**src/rtl/serial_subtractor.sv**
```systemverilog
// ----------------------------------------------------------------------------
// serial_subtractor
//
// Bit-serial ripple-borrow subtractor. An accepted start captures the
// operands, then one difference bit is produced per clock, LSB first, until
// all WIDTH bits are done. A one-cycle DONE state follows before the block
// returns to IDLE.
//
// Computes a - b - bin = diff - bout * 2^WIDTH (unsigned).
//
// Ports
//   clk        rising-edge clock
//   rst_n      asynchronous active-low reset
//   start      request a subtraction (only honoured in IDLE)
//   a, b       minuend / subtrahend, captured on an accepted start
//   bin        borrow-in, captured on an accepted start
//   busy       high while in SHIFT or DONE
//   ser_bit    difference bit produced by the most recent SHIFT edge
//   ser_valid  high for the cycle following each SHIFT edge
//   diff       parallel difference; held until the next accepted start
//   bout       final borrow-out; held until the next accepted start
//   done       one-cycle completion pulse
// ----------------------------------------------------------------------------
module serial_subtractor #(
    parameter int WIDTH = 8
) (
    input  logic             clk,
    input  logic             rst_n,
    input  logic             start,
    input  logic [WIDTH-1:0] a,
    input  logic [WIDTH-1:0] b,
    input  logic             bin,
    output logic             busy,
    output logic             ser_bit,
    output logic             ser_valid,
    output logic [WIDTH-1:0] diff,
    output logic             bout,
    output logic             done
);

    localparam int CW = $clog2(WIDTH);

    typedef enum logic [1:0] {
        S_IDLE  = 2'd0,
        S_SHIFT = 2'd1,
        S_DONE  = 2'd2
    } state_t;

    state_t           r_state;
    state_t           w_state_next;

    logic [WIDTH-1:0] r_a;
    logic [WIDTH-1:0] r_b;
    logic             r_borrow;
    logic [CW-1:0]    r_cnt;
    logic [WIDTH-1:0] r_diff;
    logic             r_bout;
    logic             r_ser_bit;
    logic             r_ser_valid;

    logic             w_accept;
    logic             w_shift;
    logic             w_last;
    logic             w_d;
    logic             w_borrow_next;

    assign w_accept = (r_state == S_IDLE) && start;
    assign w_shift  = (r_state == S_SHIFT);
    assign w_last   = (r_cnt == CW'(WIDTH - 1));

    // Full-subtractor cell on the current LSBs.
    assign w_d           = r_a[0] ^ r_b[0] ^ r_borrow;
    assign w_borrow_next = (~r_a[0] & r_b[0]) | (~(r_a[0] ^ r_b[0]) & r_borrow);

    // ------------------------------------------------------------------
    // State register
    // ------------------------------------------------------------------
    always_ff @(posedge clk or negedge rst_n) begin
        if (!rst_n) begin
            r_state <= S_IDLE;
        end else begin
            r_state <= w_state_next;
        end
    end

    // ------------------------------------------------------------------
    // Next-state logic
    // ------------------------------------------------------------------
    always_comb begin
        w_state_next = r_state;
        case (r_state)
            S_IDLE:  if (start)  w_state_next = S_SHIFT;
            S_SHIFT: if (w_last) w_state_next = S_DONE;
            S_DONE:              w_state_next = S_IDLE;
            default:             w_state_next = S_IDLE;
        endcase
    end

    // ------------------------------------------------------------------
    // State-decoded outputs (driven purely from the state register)
    // ------------------------------------------------------------------
    always_comb begin
        busy = 1'b0;
        done = 1'b0;
        case (r_state)
            S_SHIFT: busy = 1'b1;
            S_DONE: begin
                busy = 1'b1;
                done = 1'b1;
            end
            default: ;
        endcase
    end

    // ------------------------------------------------------------------
    // Datapath
    // ------------------------------------------------------------------
    always_ff @(posedge clk or negedge rst_n) begin
        if (!rst_n) begin
            r_a         <= '0;
            r_b         <= '0;
            r_borrow    <= 1'b0;
            r_cnt       <= '0;
            r_diff      <= '0;
            r_bout      <= 1'b0;
            r_ser_bit   <= 1'b0;
            r_ser_valid <= 1'b0;
        end else begin
            // ser_valid is a single-cycle strobe behind each SHIFT edge.
            r_ser_valid <= 1'b0;
            if (w_accept) begin
                r_a      <= a;
                r_b      <= b;
                r_borrow <= bin;
                r_cnt    <= '0;
                r_diff   <= '0;
            end else if (w_shift) begin
                // Bits enter at the MSB end, so after WIDTH shifts the
                // first (LSB) bit has landed in diff[0].
                r_diff      <= {w_d, r_diff[WIDTH-1:1]};
                r_a         <= r_a >> 1;
                r_b         <= r_b >> 1;
                r_borrow    <= w_borrow_next;
                r_cnt       <= r_cnt + 1'b1;
                r_ser_bit   <= w_d;
                r_ser_valid <= 1'b1;
                if (w_last) begin
                    r_bout <= w_borrow_next;
                end
            end
        end
    end

    assign ser_bit   = r_ser_bit;
    assign ser_valid = r_ser_valid;
    assign diff      = r_diff;
    assign bout      = r_bout;

endmodule

```
**config.mk**
```make
export PLATFORM = sky130hd
export DESIGN_NAME = serial_subtractor
export DESIGN_NICKNAME = d
export VERILOG_FILES = /design/src/rtl/serial_subtractor.sv
export SDC_FILE = /design/constraint.sdc
export NUM_CORES = 1
export LEC_CHECK = 0
export ABC_AREA = 1
export CELL_PAD_IN_SITES_DETAIL_PLACEMENT = 1
export CELL_PAD_IN_SITES_GLOBAL_PLACEMENT = 1
export CORE_MARGIN = 2
export CORE_UTILIZATION = 30
export DETAILED_ROUTE_END_ITERATION = 6
export DONT_BUFFER_PORTS = 1
export HOLD_SLACK_MARGIN = 0.03
export PLACE_DENSITY_LB_ADDON = 0.1
export REMOVE_ABC_BUFFERS = 1
export SLEW_MARGIN = 40
export SYNTH_ARGS = -nofsm -noshare
export SYNTH_HDL_FRONTEND = slang
export SYNTH_SLANG_ARGS = --single-unit
```
**constraint.sdc**
```tcl
create_clock -name clk -period 1.5 [get_ports clk]
set_input_delay 0.3 -clock clk [delete_from_list [all_inputs] [get_ports clk]]
set_output_delay 0.3 -clock clk [all_outputs]
set_load 0.005 [all_outputs]
```
==> results.md, run 1 <==
- For the final database, setup skew stands at a little over 6 ps.
- The total power density per cell area is roughly 2200 nW/um^2.
- The flow ran to the end, and the final reports show no timing, DRC or antenna violations.
- The transition time at the pin with the least slew margin is around 230 ps.
- The critical path data required time is ~1200 ps.
- The cell accounting for the most synthesized area is sky130_fd_sc_hd__dfrtp_1.
- No sink is reached through more buffers than the 2 on the longest clock path.
- Global routing used about an eighth of the available tracks.
- Once detail routing completed, the nets flagged for antenna violations numbered 0.
- The tool flagged a number of max-cap violations equal to 0.
- After legalization and detailed placement, the total HPWL measured 2330 um.
- The class of the most critical hold timing path is input port to flop.
- The switching power summed over all nets is roughly 1.8 mW.
- The worst setup path is captured at an output port.
- Per report_power, the combinational group accounts for 45.1% of the total.
- The share of synthesized area in the top cell type comes to between 40% and 50%.
- The routed design has 3940 um of wire.
- The initial cell density of the core is 30.9%.
- The net total in the final layout is 242.
- The final max-slew violation count is 0.
- After synthesis the netlist holds a flip-flop and latch count of 33.
- The port buffer count is 0.
- TritonCTS built the clock tree.
- Sequential cells burn between 30% and 40% of the power.
- The number of instances in the synthesized netlist is between 200 and 250.
- The mean instance size in the synthesized netlist is about 8.2 um^2.
- The total area inside the core boundary comes to between 5000 and 6000 um^2.
- For this run, design rule violations remaining after detail routing come to 0.
- Timing would allow up to between 700 and 800 MHz.
- The die area is between 6000 and 7000 um^2.
- Setup repair after global routing left no endpoint under its margin.
- In this run the horizontal extent of the chip is between 70 and 80 um.
- The startpoint of the lowest-slack register-to-register path is r_state[1].
- The wire length per cell after detailed routing is 13.7 um.
- The global-route met3 utilization is under 10%.
- The count of final hold-check violations is 0.
- The depth of the worst register-to-register path is 6.
- In the final layout, the share of cells above drive strength 1 is between 10% and 20%.
- For this design, the sink count on the clock tree is 33.
- The endpoint of the worst setup timing path is busy.
- The synthesis-to-finish area growth is 15.3%.
- Using the TritonRoute via totals, the vias-per-cell ratio works out to approximately 4.6.
- The critical path's largest stage delay is approximately 400 ps.
- The post-detailed-placement cell area is about 1700 um^2.
- The number of synthesis warnings is 0.
- Subtracting the final worst setup slack from the clock period gives approximately 1400 ps.
- The data arrival time of the worst path is ~1100 ps.
- The critical path is of the flop to output port type.
- The initial antenna violation count was 0.
- Row generation in the floorplan step produced 27 rows.
- The share of power burned in the clock network is 17.2%.
- The cell area after layout is ~2000 um^2.
- The number of setup violations in the final report is 0.
- The minimum hold slack is 125 ps.
- After clock tree synthesis, the clock-pin slew on the worst setup and hold paths is about 70 ps.
- The remaining global-route overflow is 0.
- The detailed router finished its first iteration with 44 violations.
- The tree is rooted in a sky130_fd_sc_hd__clkbuf_8.
- The proportion of synthesized chip area in sequential cells is between 40% and 50%.
- The share of the cycle needed by the critical path after routing is between 90 and 100%.
- The wire length of the first global-routing pass is around 6300 um.
- In this run switching power makes up between 40% and 50% of total power.
- The congestion estimate from routability-driven global placement came to ~0.72.
- In this run the count of I/O pins placed on the die edge is 33.
- Clock latency on the worst-skew pair, taken at its later pin, is roughly 290 ps.
- Across the VDD grid, the largest voltage drop is approximately 0.57 mV.
- Entering global routing, the biggest net connects 34 pins.
- The met2 demand-to-capacity share in global routing is around 22%.
- The depth of the CTS H-tree is 2.
- STA classifies the critical path startpoint as a flop.
- After synthesis the cells add up to 1690 um^2.
- The total CTS buffers is 5.
- The repair_antennas step left the layout with diodes totalling 0.
- In this run the tightest slew margin relative to its limit is between 80% and 90%.
- The via count of the first global-routing pass is approximately 1300.
- Tracing the worst setup path back leads to its startpoint at r_state[1].
- The layer flagged by global routing as most heavily used is met2.
- The die height is roughly 79 um.
- The count of cell types in the netlist is 17.
- Ranked by total cell area, the synthesized netlist is headed by sky130_fd_sc_hd__dfrtp_1 (49%), sky130_fd_sc_hd__nand2_1 (16%), sky130_fd_sc_hd__nand3_1 (8.0%).
- The internal portion of total power is approximately 2.6 mW.
- Of all nets on the critical path, the largest fanout is 4.
- The fraction of met1 tracks used by global routing is 15.6%.
- The setup check on the worst reg-to-reg path leaves a slack of around 130 ps.
- In this run the static leakage power is 1.02 nW.
- The signal on the critical path passes through inv_1 > ha_4.
- For this block, the via count after detailed routing is 1327.
- Before antenna repair, the detailed router went through 4 iterations.
- The slowest stage of the critical path is the sky130_fd_sc_hd__dfrtp_1 cell.
- The endpoint of the lowest-slack register-to-register path is diff[6].
[cells in the final DEF (no fill, tap or decap), drive strengths merged]
master       count
dfrtp           33
fa               1
inv             21
o21ai           12
dlygate4sd3      1
nand3           27
clkbuf           8
ha               7
buf              7
nand2           75
nor2            21
clkinv           1
xnor2            1
[power groups by stage]
stage	combinational (mW)	sequential, mW	clock, mW
finish	1.97	1.64	0.750
CTS	1.79	1.64	0.787
global placement	1.67	1.63	0
global route	2.28	1.71	0.819
detailed placement	1.75	1.65	0
floorplan	1.28	1.57	0
[layout make-up]
type	count	area, um^2
Fill cell	676	3530
Inverter	21	88.8
Sequential cell	33	827
Clock buffer	7	96.3
Timing Repair Buffer	9	125
Clock inverter	1	5.00
Multi-Input combinational cell	144	714
Tap cell	72	90.1
[metal layers]
metal,wire [um],vias to the layer above
met2,1890,26
met4,82,0
met3,159,8
met5,0,-
met1,1810,643
li1,-,650
[per-stage QoR]
| stage | util, % | power [mW] | instances | TNS [ps] | worst slack, ps |
|---|---|---|---|---|---|
| 4_1_cts | 34.0 | 4.22 | 281 | 0 | 45.5 |
| 6_report | 35.6 | 4.36 | 287 | 0 | 80.4 |
| 2_1_floorplan | - | 2.85 | 197 | -1950 | -85.5 |
| 3_5_place_dp | 31.6 | 3.41 | 271 | 0 | 61.5 |
| 3_3_place_gp | 31.6 | 3.31 | 271 | 0 | 129 |
| 5_1_grt | 35.6 | 4.81 | 287 | 0 | 18.3 |
[synthesized netlist by cell type]
master,instances
sky130_fd_sc_hd__nand3_1,27
sky130_fd_sc_hd__nor2_1,21
sky130_fd_sc_hd__fa_1,1
sky130_fd_sc_hd__o21ai_1,2
sky130_fd_sc_hd__nand2_1,70
sky130_fd_sc_hd__buf_6,3
sky130_fd_sc_hd__nand2_4,1
sky130_fd_sc_hd__inv_1,19
sky130_fd_sc_hd__ha_1,7
sky130_fd_sc_hd__dfrtp_1,33
sky130_fd_sc_hd__buf_2,1
sky130_fd_sc_hd__nand2_2,3
sky130_fd_sc_hd__o21ai_0,10
sky130_fd_sc_hd__xnor2_1,1
sky130_fd_sc_hd__inv_6,2
sky130_fd_sc_hd__buf_8,1
sky130_fd_sc_hd__buf_4,5
[state kept, by name (all words and copies together) (netlist names)]
register and count:
diff 8, r_a 8, r_b 8, r_cnt 3
r_state 2, bout 1, r_borrow 1, ser_bit 1
ser_valid 1
[critical path, delay by kind of cell (launching register included)]
kind                     cells  cell delay, ps
flip-flops                   1             400
buffers and inverters        1             200
adder cells (fa/ha/maj)      1             240
[worst min-delay path by stage]
stage,start,end,slack [ps],depth (start not counted)
after floorplan,rst_n,bout,4,0
final,a[7],r_a[7],130,2
after detailed placement,rst_n,diff[4],5,0
after global routing,a[7],r_a[7],130,2
after CTS,a[7],r_a[7],110,2
after global placement,rst_n,diff[4],5,0
[cell families after synthesis]
logic type	count (synthesis)	share of synthesized area (%)
adder cells (fa/ha/maj)	8	6.37
flip-flops	33	48.9
buffers and inverters	31	10.7
AND/OR/NAND/NOR	122	30.0
XOR/XNOR	1	0.519
AO/OA/AOI/OAI	12	3.56
[timing repair]
item,4_1_cts,5_1_grt
setup buffers,0,4
hold endpoints to repair,33,0
setup endpoints to repair,0,14
gates resized for setup,0,5
hold buffers,2,0
Power figures use the tool's default switching activity.
==> run 2, diff against run 1 <==
--- a/config.mk
+++ b/config.mk
@@ -15,7 +15,6 @@
 export HOLD_SLACK_MARGIN = 0.03
 export PLACE_DENSITY_LB_ADDON = 0.1
 export REMOVE_ABC_BUFFERS = 1
-export SLEW_MARGIN = 40
 export SYNTH_ARGS = -nofsm -noshare
 export SYNTH_HDL_FRONTEND = slang
 export SYNTH_SLANG_ARGS = --single-unit
==> constraint.sdc (replaced) <==
create_clock -name clk -period 1.5 [get_ports clk]
set_input_delay 0.3 -clock clk [delete_from_list [all_inputs] [get_ports clk]]
set_output_delay 0.3 -clock clk [all_outputs]
set_load 0.02 [all_outputs]
==> run 2 against run 1 <==
Effect of this change: clock-buffer cell count is the same; maximum frequency grew 0.89%; clock skew is essentially flat; non-clock buffer count shrank 3; final cell count shrank 1.4%; sequential power grew 9%; sequential share of layout area grew 0.35 points; via count shrank 1.7%; core utilization shrank 0.34 points; highest routed layer unchanged.
==> results.md, run 2 (same netlist as run 1, synthesis figures left out) <==
- The starting DRC count in detailed routing is between 50 and 60.
- The first global-routing pass estimated between 6000 and 7000 um of wire.
- The total power draw is 4.55 mW.
- The clock-pin slew reported for the worst setup and hold paths after clock tree synthesis is 70 ps.
- The shortest clock period the worst path allows after layout is around 1400 ps.
- The count of max-cap constraint violations is 0.
- Counting every sink on the clock net gives 33.
- The initial antenna violation count is 0.
- In the routed design, unresolved DRC markers number 0.
- The worst setup slack after placement is between 60 and 70 ps.
- In this run the power density over the cells is ~2400 nW/um^2.
- Entering global routing, the biggest net connects 34 pins.
- The switching power summed over all nets is ~2 mW.
- For this block, the via count after detailed routing is approximately 1300.
- The routability congestion estimate is about 0.7.
- No sink is reached through more buffers than the 2 on the longest clock path.
- The transition time at the pin with the least slew margin is 258 ps.
- Setup repair after global routing left no endpoint under its margin.
- Measured against its own limit, the worst slew margin works out to 82.8%.
- The via count of the first global-routing pass is 1313.
- In this run the core area contains 27 standard-cell rows.
- After legalization and detailed placement, the total HPWL measured about 2300 um.
- The number of setup violations in the final report is 0.
- The floorplan step defined a die boundary enclosing roughly 6200 um^2.
- The launching instance or port of the critical path is r_state[0].
- The library cell used most frequently in the layout, excluding fill and tap cells, is sky130_fd_sc_hd__nand2_1.
- For this run, the detailed router's first-pass iteration total came to 4.
- For this run, the number of standard cells in the final layout without fillers is about 280.
- The worst path uses between 90 and 100% of the clock period.
- Static timing analysis puts the maximum clock frequency at between 700 and 800 MHz.
- The maximum vdd drop is 0.622 mV.
- Using the TritonRoute via totals, the vias-per-cell ratio works out to around 4.6.
- After global routing the overflow that remains totals 0.
- The sequential group share of total power is 39.3%.
- In the final layout, the share of cells above drive strength 1 is 10.4%.
- The maximum net fanout on the critical path is 3.
- The run finished with clean final reports.
- The endpoint of the worst setup timing path is done.
- At the end of the flow, the number of nets in the layout was ~240.
- The class of the most critical hold timing path is input port to flop.
- The critical path is of the flop to output port type.
- The number of antenna diodes in the final layout is 0.
- The depth of the worst register-to-register path is 6.
- Dividing the detail-routed wire length by the instance count gives 13.5 um.
- The endpoint identified for the worst register-to-register timing path is diff[5].
- The worst setup margin is 92.9 ps.
- The number of nets with antenna violations after routing is 0.
- The area of the core region is 5470 um^2.
- The port buffer count is 0.
- At the worst endpoint, the arrival time is between 1000 and 1500 ps.
- The master cell of the clock root buffer is sky130_fd_sc_hd__clkbuf_8.
- The initial utilization of the core area, before any placement, comes to 30.9%.
- Counting the buffers created by CTS gives 5.
- The H-tree generated during clock tree synthesis spans 2 levels.
- The all-layer global routing usage is roughly an eighth.
- The synthesis-to-finish area growth is 14.1%.
- For this design the static power due to leakage is roughly 1 nW.
- The top cell types in the final layout, fill and taps aside, are sky130_fd_sc_hd__nand2_1 (70), sky130_fd_sc_hd__dfrtp_1 (33), sky130_fd_sc_hd__nand3_1 (27).
- The TritonCTS clock tree is done.
- The final-layout setup total negative slack is 0 ps.
- After detailed placement, the design holds a cell count of between 200 and 300.
- The final max-slew violation count is 0.
- The combinational share of power is roughly 44%.
- Net switching is 43.4% of the power.
- For the worst-skew pair, the clock arrives at the later sink with an insertion delay of 290 ps.
- In this run the critical register-to-register path is launched from r_state[0].
- The critical path data required time is 1200 ps.
- The final worst clock skew is between 6 and 7 ps.
- The I/O pin count is 33.
- STA classifies the critical path endpoint as an output port.
- The die width is around 79 um.
- The flop-to-flop setup slack is between 150 and 200 ps.
- In this run, the clock network consumes about 17% of the power.
- The die height is 79.0 um.
- The post-detailed-routing wire length is about 3800 um.
- The worst setup path is launched from a flop.
- Cells fill between 30% and 40% of the core in the end.
- The count of final hold-check violations came to 0.
- The internal portion of total power is 2.57 mW.
-- run 2: worst min path at each step --
stage,cells after the start,slack (ps),from,end
2_1_floorplan,0,4,rst_n,bout
6_report,2,120,a[7],r_a[7]
3_3_place_gp,0,5,rst_n,diff[4]
5_1_grt,2,130,a[7],r_a[7]
3_5_place_dp,0,5,rst_n,diff[4]
4_1_cts,2,110,a[7],r_a[7]
-- run 2: per-layer routing --
metal | wire [um] | global-route usage, %
met3 | 161 | 3.52
met4 | 81 | 6.72
met1 | 1720 | 15.6
met5 | 0 | 0
met2 | 1850 | 22.2
-- run 2: cell type report --
cell class                 instances  area (um^2)
inverter                          21         91.3
multi-input combinational        143          717
tap                               72         90.1
clock inverter                     1         5.00
clock buffer                       7         96.3
sequential                        33          826
timing repair buffer               6          103
fill                             669         3540
-- run 2: power by group through the flow --
stage               clock network (mW)  registers, mW  logic [mW]
floorplan                            0           1.73        1.33
global placement                     0           1.79        1.72
detailed placement                   0           1.81        1.80
CTS                              0.787           1.79        1.88
global route                     0.819           1.84        2.32
finish                           0.754           1.78        2.01
-- run 2: stage by stage --
stage               cell area, um^2  hold WS [ps]
floorplan                      1600          4.41
global placement               1730          5.18
detailed placement             1730          5.18
CTS                            1870           114
global route                   1930           127
finish                         1930           124
-- run 2: critical path, stage by stage (launching register included) --
cell and delay, ps:
sky130_fd_sc_hd__dfrtp_1 380, sky130_fd_sc_hd__inv_1 150, sky130_fd_sc_hd__ha_1 290
-- run 2: repair_timing --
item	in CTS	in global routing
hold endpoints to repair	33	0
setup endpoints to repair	1	7
gates resized for setup	1	6
hold buffers	2	0
cloned	0	1
setup buffers	1	0
==> run 3, diff against run 2 <==
--- a/config.mk
+++ b/config.mk
@@ -8,7 +8,7 @@
 export ABC_AREA = 1
 export CELL_PAD_IN_SITES_DETAIL_PLACEMENT = 1
 export CELL_PAD_IN_SITES_GLOBAL_PLACEMENT = 1
-export CORE_MARGIN = 2
+export CORE_MARGIN = 8
 export CORE_UTILIZATION = 30
 export DETAILED_ROUTE_END_ITERATION = 6
 export DONT_BUFFER_PORTS = 1
==> run 3 against run 2 <==
Effect of this change: global-route usage fell by 2.1 points; sequential cell count stayed put; via count up 1.5%; sequential power hardly changed; total power is 0.65% higher; critical path depth is the same; wire length increased by 10%; register-to-register slack lost 30 ps; core utilization shrank 0.53 points; non-clock buffer count up 1; final cell count grew 0.35%; combinational power decreased by 5%; highest routed layer unchanged.
==> results.md, run 3 (same netlist as run 1, synthesis figures left out) <==
- The sum of buffers and inverters on the critical path is 1.
- The die is 91.0 um wide.
- The port buffer count is 0.
- The critical path crosses 2 cells after its start point.
- The synthesis-to-finish area growth is 12.4%.
- The tightest min-delay check is of the input port to flop type.
- Dividing the detail-routed wire length by the instance count gives roughly 15 um.
- Global routing used 11.1% of the available tracks.
- For this run, the detailed router's first-pass iteration total came to 4.
- The worst setup path is launched from a flop.
- The clock-pin slew reported for the worst setup and hold paths after clock tree synthesis is 70 ps.
- In the finished design, the share of the clock period the worst path needs comes to approximately 96%.
- Setup repair after global routing left no endpoint under its margin.
- The critical path's largest stage delay is between 400 and 500 ps.
- Buffers inserted during clock tree synthesis total 5.
- Dividing total power by cell area gives a power density of ~2400 nW/um^2.
- The clock tree buffer depth is 2.
- The detail route stage leaves a number of antenna-violating nets equal to 0.
- Counting cells, the worst reg-to-reg path comes to 7.
- Routability-driven placement finished with a final weighted congestion of 0.747.
- Walking the worst path, the cells encountered are inv_1 > ha_2.
- The master cell of the clock root buffer is sky130_fd_sc_hd__clkbuf_8.
- The maximum vdd drop is ~0.63 mV.
- The final max-slew violation count is 0.
- The total power draw is roughly 4.6 mW.
- Row generation in the floorplan step produced 27 rows.
- The finished cells cover 1900 um^2.
- The net total in the final layout is 239.
- The final-layout setup total negative slack is 0 ps.
- In the layout the commonest cells are sky130_fd_sc_hd__nand2_1 (70), sky130_fd_sc_hd__dfrtp_1 (33), sky130_fd_sc_hd__nand3_1 (27).
- The TritonCTS clock tree is done.
- The run finished with clean final reports.
- Leaving out fill and tap cells, the most frequent cell in the layout is sky130_fd_sc_hd__nand2_1.
- The shortest clock period the worst path allows after layout is approximately 1400 ps.
- The half-perimeter wire length of the detailed placement result is 2910 um.
- CTS built an H-tree with a depth of 2.
- The die height is just over 90 um.
- Once the floorplan was initialized, standard cells occupied a little under a third of the core.
- Clock latency on the worst-skew pair, taken at its later pin, is between 200 and 300 ps.
- Max-cap violations in this run came to 0.
- The floorplan step defined a die boundary enclosing approximately 8300 um^2.
- The final layout contains routed wiring with a total length of 4210 um.
- The critical path data required time is 1200 ps.
- OpenSTA, run right after detailed placement, puts the worst setup slack at 91.5 ps.
- The number of setup violations in the final report is 0.
- The worst pin sits at a relative slew slack of between 80% and 90%.
- The kind of end point of the critical path is an output port.
- The maximum net fanout on the critical path is 4.
- Timing would allow up to approximately 700 MHz.
- The transition time at the pin with the least slew margin is 261 ps.
- The number of antenna diodes in the final layout is 0.
- The remaining global-route overflow is 0.
- The count of final hold-check violations is 0.
- The via count is about 1300.
- The total leakage power is 1.00 nW.
- The data arrival time of the worst path is roughly 1100 ps.
- The largest net degree at the start of global routing is 34.
- The critical path is of the flop to output port type.
- The final worst clock skew is just under 8 ps.
- The ratio of cells with drive above 1 in the final layout is 10.4%.
- The post-detailed-placement cell area is around 1700 um^2.
- For this design, the sink count on the clock tree is 33.
- The via-per-instance ratio is about 4.7.
- The worst setup margin is 60.3 ps.
- 33 I/O pins were placed.
- The number of instances on the worst hold path is 2.
- The kind of cell with the highest combined delay along the critical path is flip-flops.
- The via count of the first global-routing pass is ~1400.
- The starting DRC count in detailed routing is 29.
- On the critical path, the stage with the largest delay is an instance of sky130_fd_sc_hd__dfrtp_1.
- The first global-routing pass estimated 7330 um of wire.
- The initial antenna violation count was 0.
- The DRC violation count after routing is 0.
- The area of the core region is 5470 um^2.
-- run 3: worst register-to-register path, stage by stage, from the launching register on --
cell and delay (ps):
sky130_fd_sc_hd__dfrtp_1 400, sky130_fd_sc_hd__inv_1 120, sky130_fd_sc_hd__ha_4 190, sky130_fd_sc_hd__nand2_4 140
sky130_fd_sc_hd__buf_12 180, sky130_fd_sc_hd__nand2_1 70, sky130_fd_sc_hd__nand2_1 80, sky130_fd_sc_hd__nand2_1 50
-- run 3: layout make-up --
class / count / area (um^2)
Clock inverter: 1 / 30.0
Inverter: 21 / 88.8
Timing Repair Buffer: 7 / 80.1
Clock buffer: 7 / 86.3
Sequential cell: 33 / 826
Multi-Input combinational cell: 143 / 698
Tap cell: 72 / 90.1
Fill cell: 653 / 3570
-- run 3: metrics by stage --
stage	hold slack, ps	util, %	std cells
2_1_floorplan	4.41	-	197
3_5_place_dp	5.49	31.6	273
5_1_grt	126	34.7	284
6_report	129	34.7	284
3_3_place_gp	5.50	31.6	273
4_1_cts	116	34.5	283
-- run 3: final timing paths --
| kind | slack, ps | startpoint | to |
|---|---|---|---|
| worst max-delay path | 60 | r_state[0] | done |
| worst max register to register | 160 | r_state[0] | r_b[2] |
| min in group asynchronous | 500 | rst_n | r_a[3] |
| worst min register to register | 510 | r_b[1] | r_b[1] |
| max in group asynchronous | 820 | rst_n | r_b[0] |
| worst min-delay path | 130 | a[7] | r_a[7] |
-- run 3: what timing repair did --
item	in CTS	in global routing
endpoints found under the hold margin	33	0
buffers inserted	0	1
gates cloned	0	0
hold buffers	2	0
resized for setup	2	2
setup endpoints to repair	1	4
-- run 3: power breakdown --
group          total, mW  switching, mW  internal (mW)  leakage, nW
logic               1.90           1.18          0.724        0.537
registers           1.80          0.458           1.34        0.407
clock network      0.876          0.334          0.542       0.0585
-- run 3: layer usage --
metal  up-vias  wire length (um)  track usage [%]
li1        648                 -                -
met1       637              1910             12.7
met2        31              2000             18.3
met3         7               240             4.28
met4         0                63             4.09
met5         -                 0                0
